[src/rtl/control_module_sequencer_pkg.sv]
// Shared types and codes for the LED control-module sequencer.
package control_module_sequencer_pkg;

  typedef enum logic [1:0] {
    ST_IDLE   = 2'd0,
    ST_RUN    = 2'd1,
    ST_SAMPLE = 2'd2,
    ST_DONE   = 2'd3
  } state_t;

  localparam logic [1:0] MODE_PAUSE   = 2'b00;
  localparam logic [1:0] MODE_AUTO    = 2'b01;
  localparam logic [1:0] MODE_ONESHOT = 2'b10;
  localparam logic [1:0] MODE_MANUAL  = 2'b11;

  // Both auto modes step on the divided tick.
  function automatic logic is_auto(input logic [1:0] mode);
    return (mode == MODE_AUTO) || (mode == MODE_ONESHOT);
  endfunction

endpackage

[src/rtl/control_module_sequencer_button_debounce.sv]
// Push-button conditioner: 2-flop synchroniser, consecutive-cycle debounce,
// one-cycle pulse on each accepted rising edge.
module button_debounce #(
  parameter int DEBOUNCE_CYCLES = 1_000_000,
  parameter int CNT_W           = 27
) (
  input  logic CLOCK,
  input  logic RESET,
  input  logic BTN_RAW,
  output logic BTN_LEVEL,
  output logic BTN_PULSE
);

  localparam logic [CNT_W-1:0] LP_LAST = CNT_W'(DEBOUNCE_CYCLES - 1);

  logic             r_sync0;
  logic             r_sync1;
  logic             r_level;
  logic             r_pulse;
  logic [CNT_W-1:0] r_cnt;

  // Bring the raw button into the CLOCK domain.
  always_ff @(posedge CLOCK or posedge RESET) begin
    if (RESET) begin
      r_sync0 <= 1'b0;
      r_sync1 <= 1'b0;
    end else begin
      r_sync0 <= BTN_RAW;
      r_sync1 <= r_sync0;
    end
  end

  // Flip the filtered level after DEBOUNCE_CYCLES consecutive mismatching cycles;
  // any agreeing cycle restarts the count. Pulse is raised with the rising flip.
  always_ff @(posedge CLOCK or posedge RESET) begin
    if (RESET) begin
      r_level <= 1'b0;
      r_pulse <= 1'b0;
      r_cnt   <= '0;
    end else begin
      r_pulse <= 1'b0;
      if (r_sync1 != r_level) begin
        if (r_cnt == LP_LAST) begin
          r_level <= r_sync1;
          r_pulse <= r_sync1;
          r_cnt   <= '0;
        end else begin
          r_cnt <= r_cnt + 1'b1;
        end
      end else begin
        r_cnt <= '0;
      end
    end
  end

  assign BTN_LEVEL = r_level;
  assign BTN_PULSE = r_pulse;

endmodule

[src/rtl/control_module_sequencer.sv]
// Steps the A/B inputs of the LED control module through codes 00..11, either on a
// divided tick or per debounced button press, and latches the returned LEDs.
module control_module_sequencer
  import control_module_sequencer_pkg::*;
#(
  parameter int TICK_DIV        = 100_000_000,
  parameter int DEBOUNCE_CYCLES = 1_000_000,
  parameter int CNT_W           = 27
) (
  input  logic       CLOCK,
  input  logic       RESET,
  input  logic       BTN_START,
  input  logic       BTN_STEP,
  input  logic [1:0] MODE,
  input  logic [2:0] LED_IN,
  output logic       A,
  output logic       B,
  output logic [1:0] PHASE,
  output logic [2:0] LED_LATCH,
  output logic       BUSY,
  output logic       SWEEP_DONE
);

  localparam logic [CNT_W-1:0] LP_TICK_LAST = CNT_W'(TICK_DIV - 1);

  state_t           r_state;
  logic [1:0]       r_phase;
  logic [2:0]       r_led_latch;
  logic             r_busy;
  logic             r_sweep_done;
  logic [CNT_W-1:0] r_tick_cnt;

  logic w_start_p;
  logic w_step_p;
  // Only the edges drive the sequencer; the filtered levels are not needed here.
  logic w_start_level_unused;
  logic w_step_level_unused;
  logic w_auto;
  logic w_tick;
  logic w_advance;

  button_debounce #(.DEBOUNCE_CYCLES(DEBOUNCE_CYCLES), .CNT_W(CNT_W)) u_start_db (
    .CLOCK     (CLOCK),
    .RESET     (RESET),
    .BTN_RAW   (BTN_START),
    .BTN_LEVEL (w_start_level_unused),
    .BTN_PULSE (w_start_p)
  );

  button_debounce #(.DEBOUNCE_CYCLES(DEBOUNCE_CYCLES), .CNT_W(CNT_W)) u_step_db (
    .CLOCK     (CLOCK),
    .RESET     (RESET),
    .BTN_RAW   (BTN_STEP),
    .BTN_LEVEL (w_step_level_unused),
    .BTN_PULSE (w_step_p)
  );

  assign w_auto    = is_auto(MODE);
  assign w_tick    = (r_tick_cnt == LP_TICK_LAST);
  // Manual steps count only in RUN; the SAMPLE branch never looks at w_advance.
  assign w_advance = (w_auto && w_tick) || ((MODE == MODE_MANUAL) && w_step_p);

  // Sequencer FSM with its tick counter and all registered outputs.
  always_ff @(posedge CLOCK or posedge RESET) begin
    if (RESET) begin
      r_state      <= ST_IDLE;
      r_phase      <= 2'd0;
      r_led_latch  <= 3'd0;
      r_busy       <= 1'b0;
      r_sweep_done <= 1'b0;
      r_tick_cnt   <= '0;
    end else begin
      case (r_state)
        ST_IDLE: begin
          if (w_start_p && (MODE != MODE_PAUSE)) begin
            r_state    <= ST_SAMPLE;
            r_phase    <= 2'd0;
            r_tick_cnt <= '0;
            r_busy     <= 1'b1;
          end
        end
        ST_RUN: begin
          // MODE=00 or manual leaves the partial count untouched.
          if (w_auto) r_tick_cnt <= w_tick ? '0 : r_tick_cnt + 1'b1;
          if (w_start_p) begin
            r_state <= ST_IDLE;
            r_phase <= 2'd0;
            r_busy  <= 1'b0;
          end else if (w_advance) begin
            if ((MODE == MODE_ONESHOT) && (r_phase == 2'd3)) begin
              r_state      <= ST_DONE;
              r_phase      <= 2'd0;
              r_busy       <= 1'b0;
              r_sweep_done <= 1'b1;
            end else begin
              r_state <= ST_SAMPLE;
              r_phase <= r_phase + 2'd1;
            end
          end
        end
        ST_SAMPLE: begin
          if (w_auto) r_tick_cnt <= w_tick ? '0 : r_tick_cnt + 1'b1;
          // An abort here drops the pending latch update.
          if (w_start_p) begin
            r_state <= ST_IDLE;
            r_phase <= 2'd0;
            r_busy  <= 1'b0;
          end else begin
            r_led_latch <= LED_IN;
            r_state     <= ST_RUN;
          end
        end
        ST_DONE: begin
          if (MODE == MODE_PAUSE) begin
            r_state      <= ST_IDLE;
            r_sweep_done <= 1'b0;
          end else if (w_start_p) begin
            r_state      <= ST_SAMPLE;
            r_phase      <= 2'd0;
            r_tick_cnt   <= '0;
            r_busy       <= 1'b1;
            r_sweep_done <= 1'b0;
          end
        end
        default: r_state <= ST_IDLE;
      endcase
    end
  end

  assign A          = r_phase[1];
  assign B          = r_phase[0];
  assign PHASE      = r_phase;
  assign LED_LATCH  = r_led_latch;
  assign BUSY       = r_busy;
  assign SWEEP_DONE = r_sweep_done;

endmodule

[config.mk]
export PLATFORM = sky130hd
export DESIGN_NAME = control_module_sequencer
export DESIGN_NICKNAME = d
export VERILOG_FILES = /design/src/rtl/control_module_sequencer_pkg.sv /design/src/rtl/control_module_sequencer_button_debounce.sv /design/src/rtl/control_module_sequencer.sv
export SDC_FILE = /design/constraint.sdc
export NUM_CORES = 1
export LEC_CHECK = 0
export CAP_MARGIN = 20
export CORE_ASPECT_RATIO = 1.5
export CORE_MARGIN = 8
export CORE_UTILIZATION = 60
export CTS_CLUSTER_SIZE = 20
export DETAILED_ROUTE_END_ITERATION = 8
export PLACE_DENSITY = 0.87
export SETUP_SLACK_MARGIN = 0.15
export SLEW_MARGIN = 20
export SYNTH_ARGS = -nofsm -noshare
export SYNTH_HDL_FRONTEND = slang
export SYNTH_SLANG_ARGS = --single-unit
[constraint.sdc]
create_clock -name CLOCK -period 8.3 [get_ports CLOCK]
set_clock_uncertainty 0.1 [all_clocks]
set_input_delay 1.66 -clock CLOCK [delete_from_list [all_inputs] [get_ports CLOCK]]
set_output_delay 1.66 -clock CLOCK [all_outputs]
set_load 0.05 [all_outputs]
==> impl_metrics.yaml, run 1 <==
status:
  outcome: "complete, no violations"
cts:
  ctsResizeCount: 0
  number_of_cts_inserted_buffers: 9
  cts_hold_buffers: 0
  post-cts-setup-buffers: 0
  tritoncts_clock_tree: "built"
  clkTransAtPathRegs_ns: 0.06
  clk-insertion-delay-late_ns: 0.34
  ctsHtreeMaxLevel: 3
  clock-sinks: 98
  cts_max_path_buffers: 2
  clock_root_buffer: "clkbuf_16"
logic_synthesis:
  syn-instance-count: 509
  synth_cell_types: 58
  synth_largest_type_area_fraction: 0.478
  synth_ff_type: "dfrtp_1"
  synthSimpleGateAreaFrac: 0.272
  netlist.top_cell.by_area: "dfrtp_1"
  post_synthesis_mean_instance_area_um2: 10.1
  synth_fa_ha_area_frac: 0.0292
  ys_ff_latch: 98
  synth.mux.area_fraction: 0.0149
  synth_compound_area_frac: 0.0563
  yosysSeqAreaShare: 0.478
  share_of_async_settable_or_async_resettable_flops_after_synthesis: 1.00
  synth.net_count: 530
  synth_warnings: 0
  dominant_combinational_cell_family_by_area_after_synthesis: "simple AND/OR/NAND/NOR gates"
  post_synth_edffs: 0
  post_synth_xor_area_fraction: 0.121
  synth_area_leaders: "dfrtp_1 (48%), xor2_1 (8.0%), nor2_1 (6.4%), xnor2_1 (4.1%), nand4_1 (3.3%)"
  cell_area_after_synthesis_um2: 5130
finish:
  drive_gt1_frac: 0.0814
  fillCellCount: 611
  num-nets-final: 544
  finalCoreUtilization: 0.671
  area_growth_pct: 9.28
  layout.cells.most_common: "dfrtp_1"
  layout.cells.most_common_list: "dfrtp_1 (98), nor2_1 (88), xor2_1 (47)"
  insertedDiodeCount: 0
  finish.cell_count_without_fillers: 635
  finish.instance_area_um2: 5610
power:
  report.power.total_mw: 1.04
  power_leakage_nw: 2.37
  vdd_ir_drop_max_mv: 0.127
  pwr_density_cell_nw_per_um2: 185
sta:
  max_slew.worst_pin.slew_ns: 0.968
  min_period_ns: 3.81
  maxSlewHeadroom: 0.354
  grt_setup_unrepaired: "false"
  final-hold-violation-count: 0
  final.period_utilization: 0.459
  slew_violations: 0
  max_freq_mhz: 263
  setup_violations: 0
  fin_tns_setup_ns: 0
run:
  max_cap_violations: 0
worst_setup_path:
  crit_fanout: 10
  startpoint_type: "primary input"
  timing.setup.critical_path_class: "primary input to flop"
  critPathRequiredTime_ns: 8.43
  cp-end-kind: "flop"
  r2r_setup_slack_ns: 5.71
  critical_path_arrival_ns: 3.94
detailed_routing:
  vias_per_cell: 5.84
  routed-via-count: 3711
  remaining_drcs: 0
  drt_pre_antenna_iters: 4
  postRouteWirelength_um: 9860
  detailedRoute.firstIterationViolations: 202
  post_drt_wl_per_cell_um: 15.5
  postRouteAntennaNets: 0
placement:
  dpl_cell_area_um2: 5350
  port_buffers: 17
  routabilityCongestion: 0.840
  hpwl_um: 6870
  placed_cells: 619
floorplanning:
  core-area_um2: 8360
  initial_utilization: 0.614
  std_cell_rows: 41
  num_io_pins: 18
  dieHeight_um: 129
  die_area_um2: 11800
  die_w_um: 91.5
global_routing:
  grt_pass1_vias: 3878
  first_pass_grt_wire_length_um: 17300
  grt_usage: 0.179
  largest_net_degree_at_the_start_of_global_routing: 81
  grt_overflow: 0
  antenna_violations_before_repair: 0
min_path:
  worstHoldPathType: "flop to flop"
[cells in the mapped netlist, types with 5 or more instances]
master,n
nand2_1,39
nand4_1,27
mux2_2,5
nor2_1,88
xor2_1,47
ha_1,12
and4_1,8
dfrtp_1,98
nor3_1,10
inv_1,13
nor4_1,7
and3_1,9
nand3_1,28
buf_4,5
xnor2_1,24
nor4_2,7
o21ai_0,5
[where the power goes]
part           internal, mW  total [mW]  switching, mW  leakage [nW]
Clock                 0.202       0.378          0.176         0.129
Combinational        0.0440       0.111         0.0667         0.972
Sequential            0.507       0.550         0.0432          1.26
Total                 0.754        1.04          0.286          2.37
[path summary, 6_finish.rpt]
kind,startpoint,end,depth (start not counted)
setup reg to reg,r_state[0],r_tick_cnt[11],6
hold reg to reg,u_step_db.r_sync0,u_step_db.r_sync1,0
min in group asynchronous,RESET,LED_LATCH[1],2
setup / recovery,MODE[1],r_tick_cnt[25],8
hold / removal,u_step_db.r_sync0,u_step_db.r_sync1,0
max in group asynchronous,RESET,u_start_db.r_cnt[11],3
[routing by layer]
metal  share of wire  GRT usage
met1            0.42      0.201
met2            0.53      0.313
met3           0.033     0.0399
met4           0.020     0.0862
met5               0          0
[flip-flops by register name, indices dropped and copies added, names as in the netlist]
register	flops
LED_LATCH	3
u_step_db.BTN_PULSE	1
SWEEP_DONE	1
u_step_db.r_sync1	1
u_start_db.r_sync0	1
r_state	2
u_step_db.r_cnt	27
u_start_db.r_cnt	27
u_step_db.BTN_LEVEL	1
BUSY	1
u_start_db.r_sync1	1
u_start_db.BTN_PULSE	1
PHASE	2
r_tick_cnt	27
u_start_db.BTN_LEVEL	1
u_step_db.r_sync0	1
[metrics by stage]
step                      hold WS [ns]  setup slack, ns
final                            0.247             4.49
after detailed placement         0.236             4.16
after CTS                        0.251             4.52
after global placement           0.235             4.25
after floorplan                  0.231             3.98
after global routing             0.262             4.38
[final cells by class]
type | count | area (um2) | area share
Tap cell | 107 | 134 | 0.0239
Timing Repair Buffer | 18 | 178 | 0.0317
Sequential cell | 98 | 2450 | 0.437
Clock inverter | 5 | 31.3 | 0.00557
Clock buffer | 11 | 233 | 0.0415
Multi-Input combinational cell | 383 | 2530 | 0.451
Inverter | 13 | 51.3 | 0.00914
[critical path, cell delays in order]
cell	delay (ns)
clkdlybuf4s50_1	0.51
inv_1	0.06
ha_1	0.22
nand2b_1	0.25
a2111o_1	0.66
nor3_2	0.28
mux2i_1	0.24
nor2_1	0.07
[cell families after synthesis]
logic type      count (synthesis)
flops                          98
simple gates                  260
buf+inv                        28
xor+xnor                       71
compound gates                 33
mux                             7
fa+ha+maj                      12
Power figures use the tool's default switching activity.
==> inputs of run 2 (changes only) <==
Settings changed: CORE_UTILIZATION 60 to 55, PLACE_DENSITY 0.87 to 0.85.
Clock period 8.3 ns to 3.3 ns, I/O delays scaled along.
==> run 2 against run 1 <==
Clock power rose to 2.6 times the previous value. Register-to-register slack worse by 5.0 ns. First-iteration DRC count up 9.9%. Critical path type unchanged.
==> impl_metrics.yaml, run 2 (same netlist as run 1, synthesis figures left out) <==
detailed_routing:
  detailedRoute.firstIterationViolations: 222
  postRouteWirelength_um: 9970
  route.layer.met1.wl_um: 4130
  routed-via-count: 3817
  post_drt_wl_per_cell_um: 15.5
  vias_per_cell: 5.93
  wl_met2_um: 5280
  top_signal_layer_used: "met4"
  drt_pre_antenna_iters: 4
  met3_wl_um: 348
  postRouteAntennaNets: 0
  remaining_drcs: 0
cts:
  post-cts-setup-buffers: 0
  ctsHtreeMaxLevel: 3
  cts_max_path_buffers: 2
  tritoncts_clock_tree: "built"
  clkTransAtPathRegs_ns: 0.06
  clock_root_buffer: "clkbuf_16"
  number_of_cts_inserted_buffers: 9
  ctsResizeCount: 0
  cts_hold_buffers: 0
  clk-insertion-delay-late_ns: 0.34
  clock-sinks: 98
finish:
  ff_latch_area_um2: 2450
  layout.cells.most_common: "dfrtp_1"
  fillCellCount: 725
  layout.cells.most_common_list: "dfrtp_1 (98), nor2_1 (88), xor2_1 (47)"
  num-nets-final: 548
  area_growth_pct: 11.0
  multi_input_area_um2: 2530
  drive_gt1_frac: 0.0921
  insertedDiodeCount: 0
  finish.instance_area_um2: 5700
  reg_top3: "r_tick_cnt (27), u_start_db.r_cnt (27), u_step_db.r_cnt (27)"
power:
  switching_share: 0.265
  p_sw_uw: 709
  power.share.clock: 0.375
  pwr_density_cell_nw_per_um2: 469
  power_leakage_nw: 2.41
  comb_power_share: 0.108
  register_share_of_total_power: 0.517
  vdd_ir_drop_max_mv: 0.350
  cell_internal_pwr_mw: 1.96
sta:
  finalWorstSetupSlack_ns: 0.478
  fin_tns_setup_ns: 0
  final-hold-violation-count: 0
  min_period_ns: 2.82
  maxSlewHeadroom: 0.451
  final.period_utilization: 0.855
  grt_setup_unrepaired: "false"
  max_freq_mhz: 354
  max_slew.worst_pin.slew_ns: 0.821
  setup_violations: 0
  slew_violations: 0
worst_setup_path:
  timing.setup.critical_path_class: "primary input to flop"
  critical_path_arrival_ns: 2.95
  crit_fanout: 10
  critPathRequiredTime_ns: 3.43
  startpoint_type: "primary input"
  cp-end-kind: "flop"
global_routing:
  grt_usage: 0.168
  first_pass_grt_wire_length_um: 17600
  antenna_violations_before_repair: 0
  largest_net_degree_at_the_start_of_global_routing: 43
  grt_overflow: 0
  grt_pass1_vias: 3900
floorplanning:
  die_area_um2: 12700
  die_w_um: 94.9
  initial_utilization: 0.561
  std_cell_rows: 43
  core-area_um2: 9150
  num_io_pins: 18
  dieHeight_um: 134
run:
  max_cap_violations: 0
placement:
  routabilityCongestion: 0.837
  hpwl_um: 7030
  dpl_cell_area_um2: 5410
  preCtsSetupSlack_ns: 0.170
  port_buffers: 17
min_path:
  worstHoldPathType: "flop to flop"
status:
  outcome: "complete, no violations"
==> run 2: worst max-delay path, stage by stage <==
cell             delay (ns)
clkdlybuf4s50_1        0.51
inv_1                  0.06
ha_1                   0.22
nand2b_1               0.23
a2111o_1               0.67
nor3_2                 0.28
mux2i_1                0.24
nor2_1                 0.07
==> run 2: area by class of cell <==
| class | instances | area share |
|---|---|---|
| well taps | 112 | 0.0246 |
| multi-input cells | 383 | 0.444 |
| inverters | 13 | 0.00922 |
| flip-flops and latches | 98 | 0.430 |
| clock buffers | 12 | 0.0468 |
| repair buffers | 22 | 0.0408 |
| clock inverters | 4 | 0.00417 |
==> run 2: worst paths after layout <==
kind                                     from                   end  slack, ns  cells past startpoint
max in group asynchronous               RESET   u_step_db.r_cnt[11]       1.75                      3
max reg2reg                        r_state[0]        r_tick_cnt[25]       0.72                      7
min in group asynchronous               RESET  u_start_db.r_cnt[14]       0.69                      2
max                                   MODE[1]        r_tick_cnt[25]       0.48                      8
min reg2reg                u_start_db.r_sync0    u_start_db.r_sync1       0.27                      0
min                        u_start_db.r_sync0    u_start_db.r_sync1       0.27                      0
==> run 2: per-stage QoR <==
| stage | hold WS (ns) | utilization | power, mW | cells |
|---|---|---|---|---|
| 3_5_place_dp | 0.255 | 0.592 | 1.69 | 628 |
| 2_1_floorplan | 0.231 | - | 1.60 | 509 |
| 3_3_place_gp | 0.249 | 0.592 | 1.67 | 628 |
| 5_1_grt | 0.278 | 0.623 | 2.79 | 644 |
| 6_report | 0.271 | 0.623 | 2.67 | 644 |
| 4_1_cts | 0.269 | 0.623 | 2.70 | 644 |
==> run 2: power by group through the flow <==
stage	Clock, mW	Sequential, mW	Combinational, mW
2_1_floorplan	0	1.38	0.220
3_3_place_gp	0	1.39	0.277
3_5_place_dp	0	1.40	0.288
4_1_cts	1.03	1.38	0.293
5_1_grt	1.07	1.40	0.322
6_report	1.00	1.38	0.288
==> run 2: routing by layer <==
layer  up-vias  global-route usage
met1      1900               0.193
met3        20              0.0352
li1       1817                   -
met4         0              0.0663
met5         -                   0
met2        80               0.293
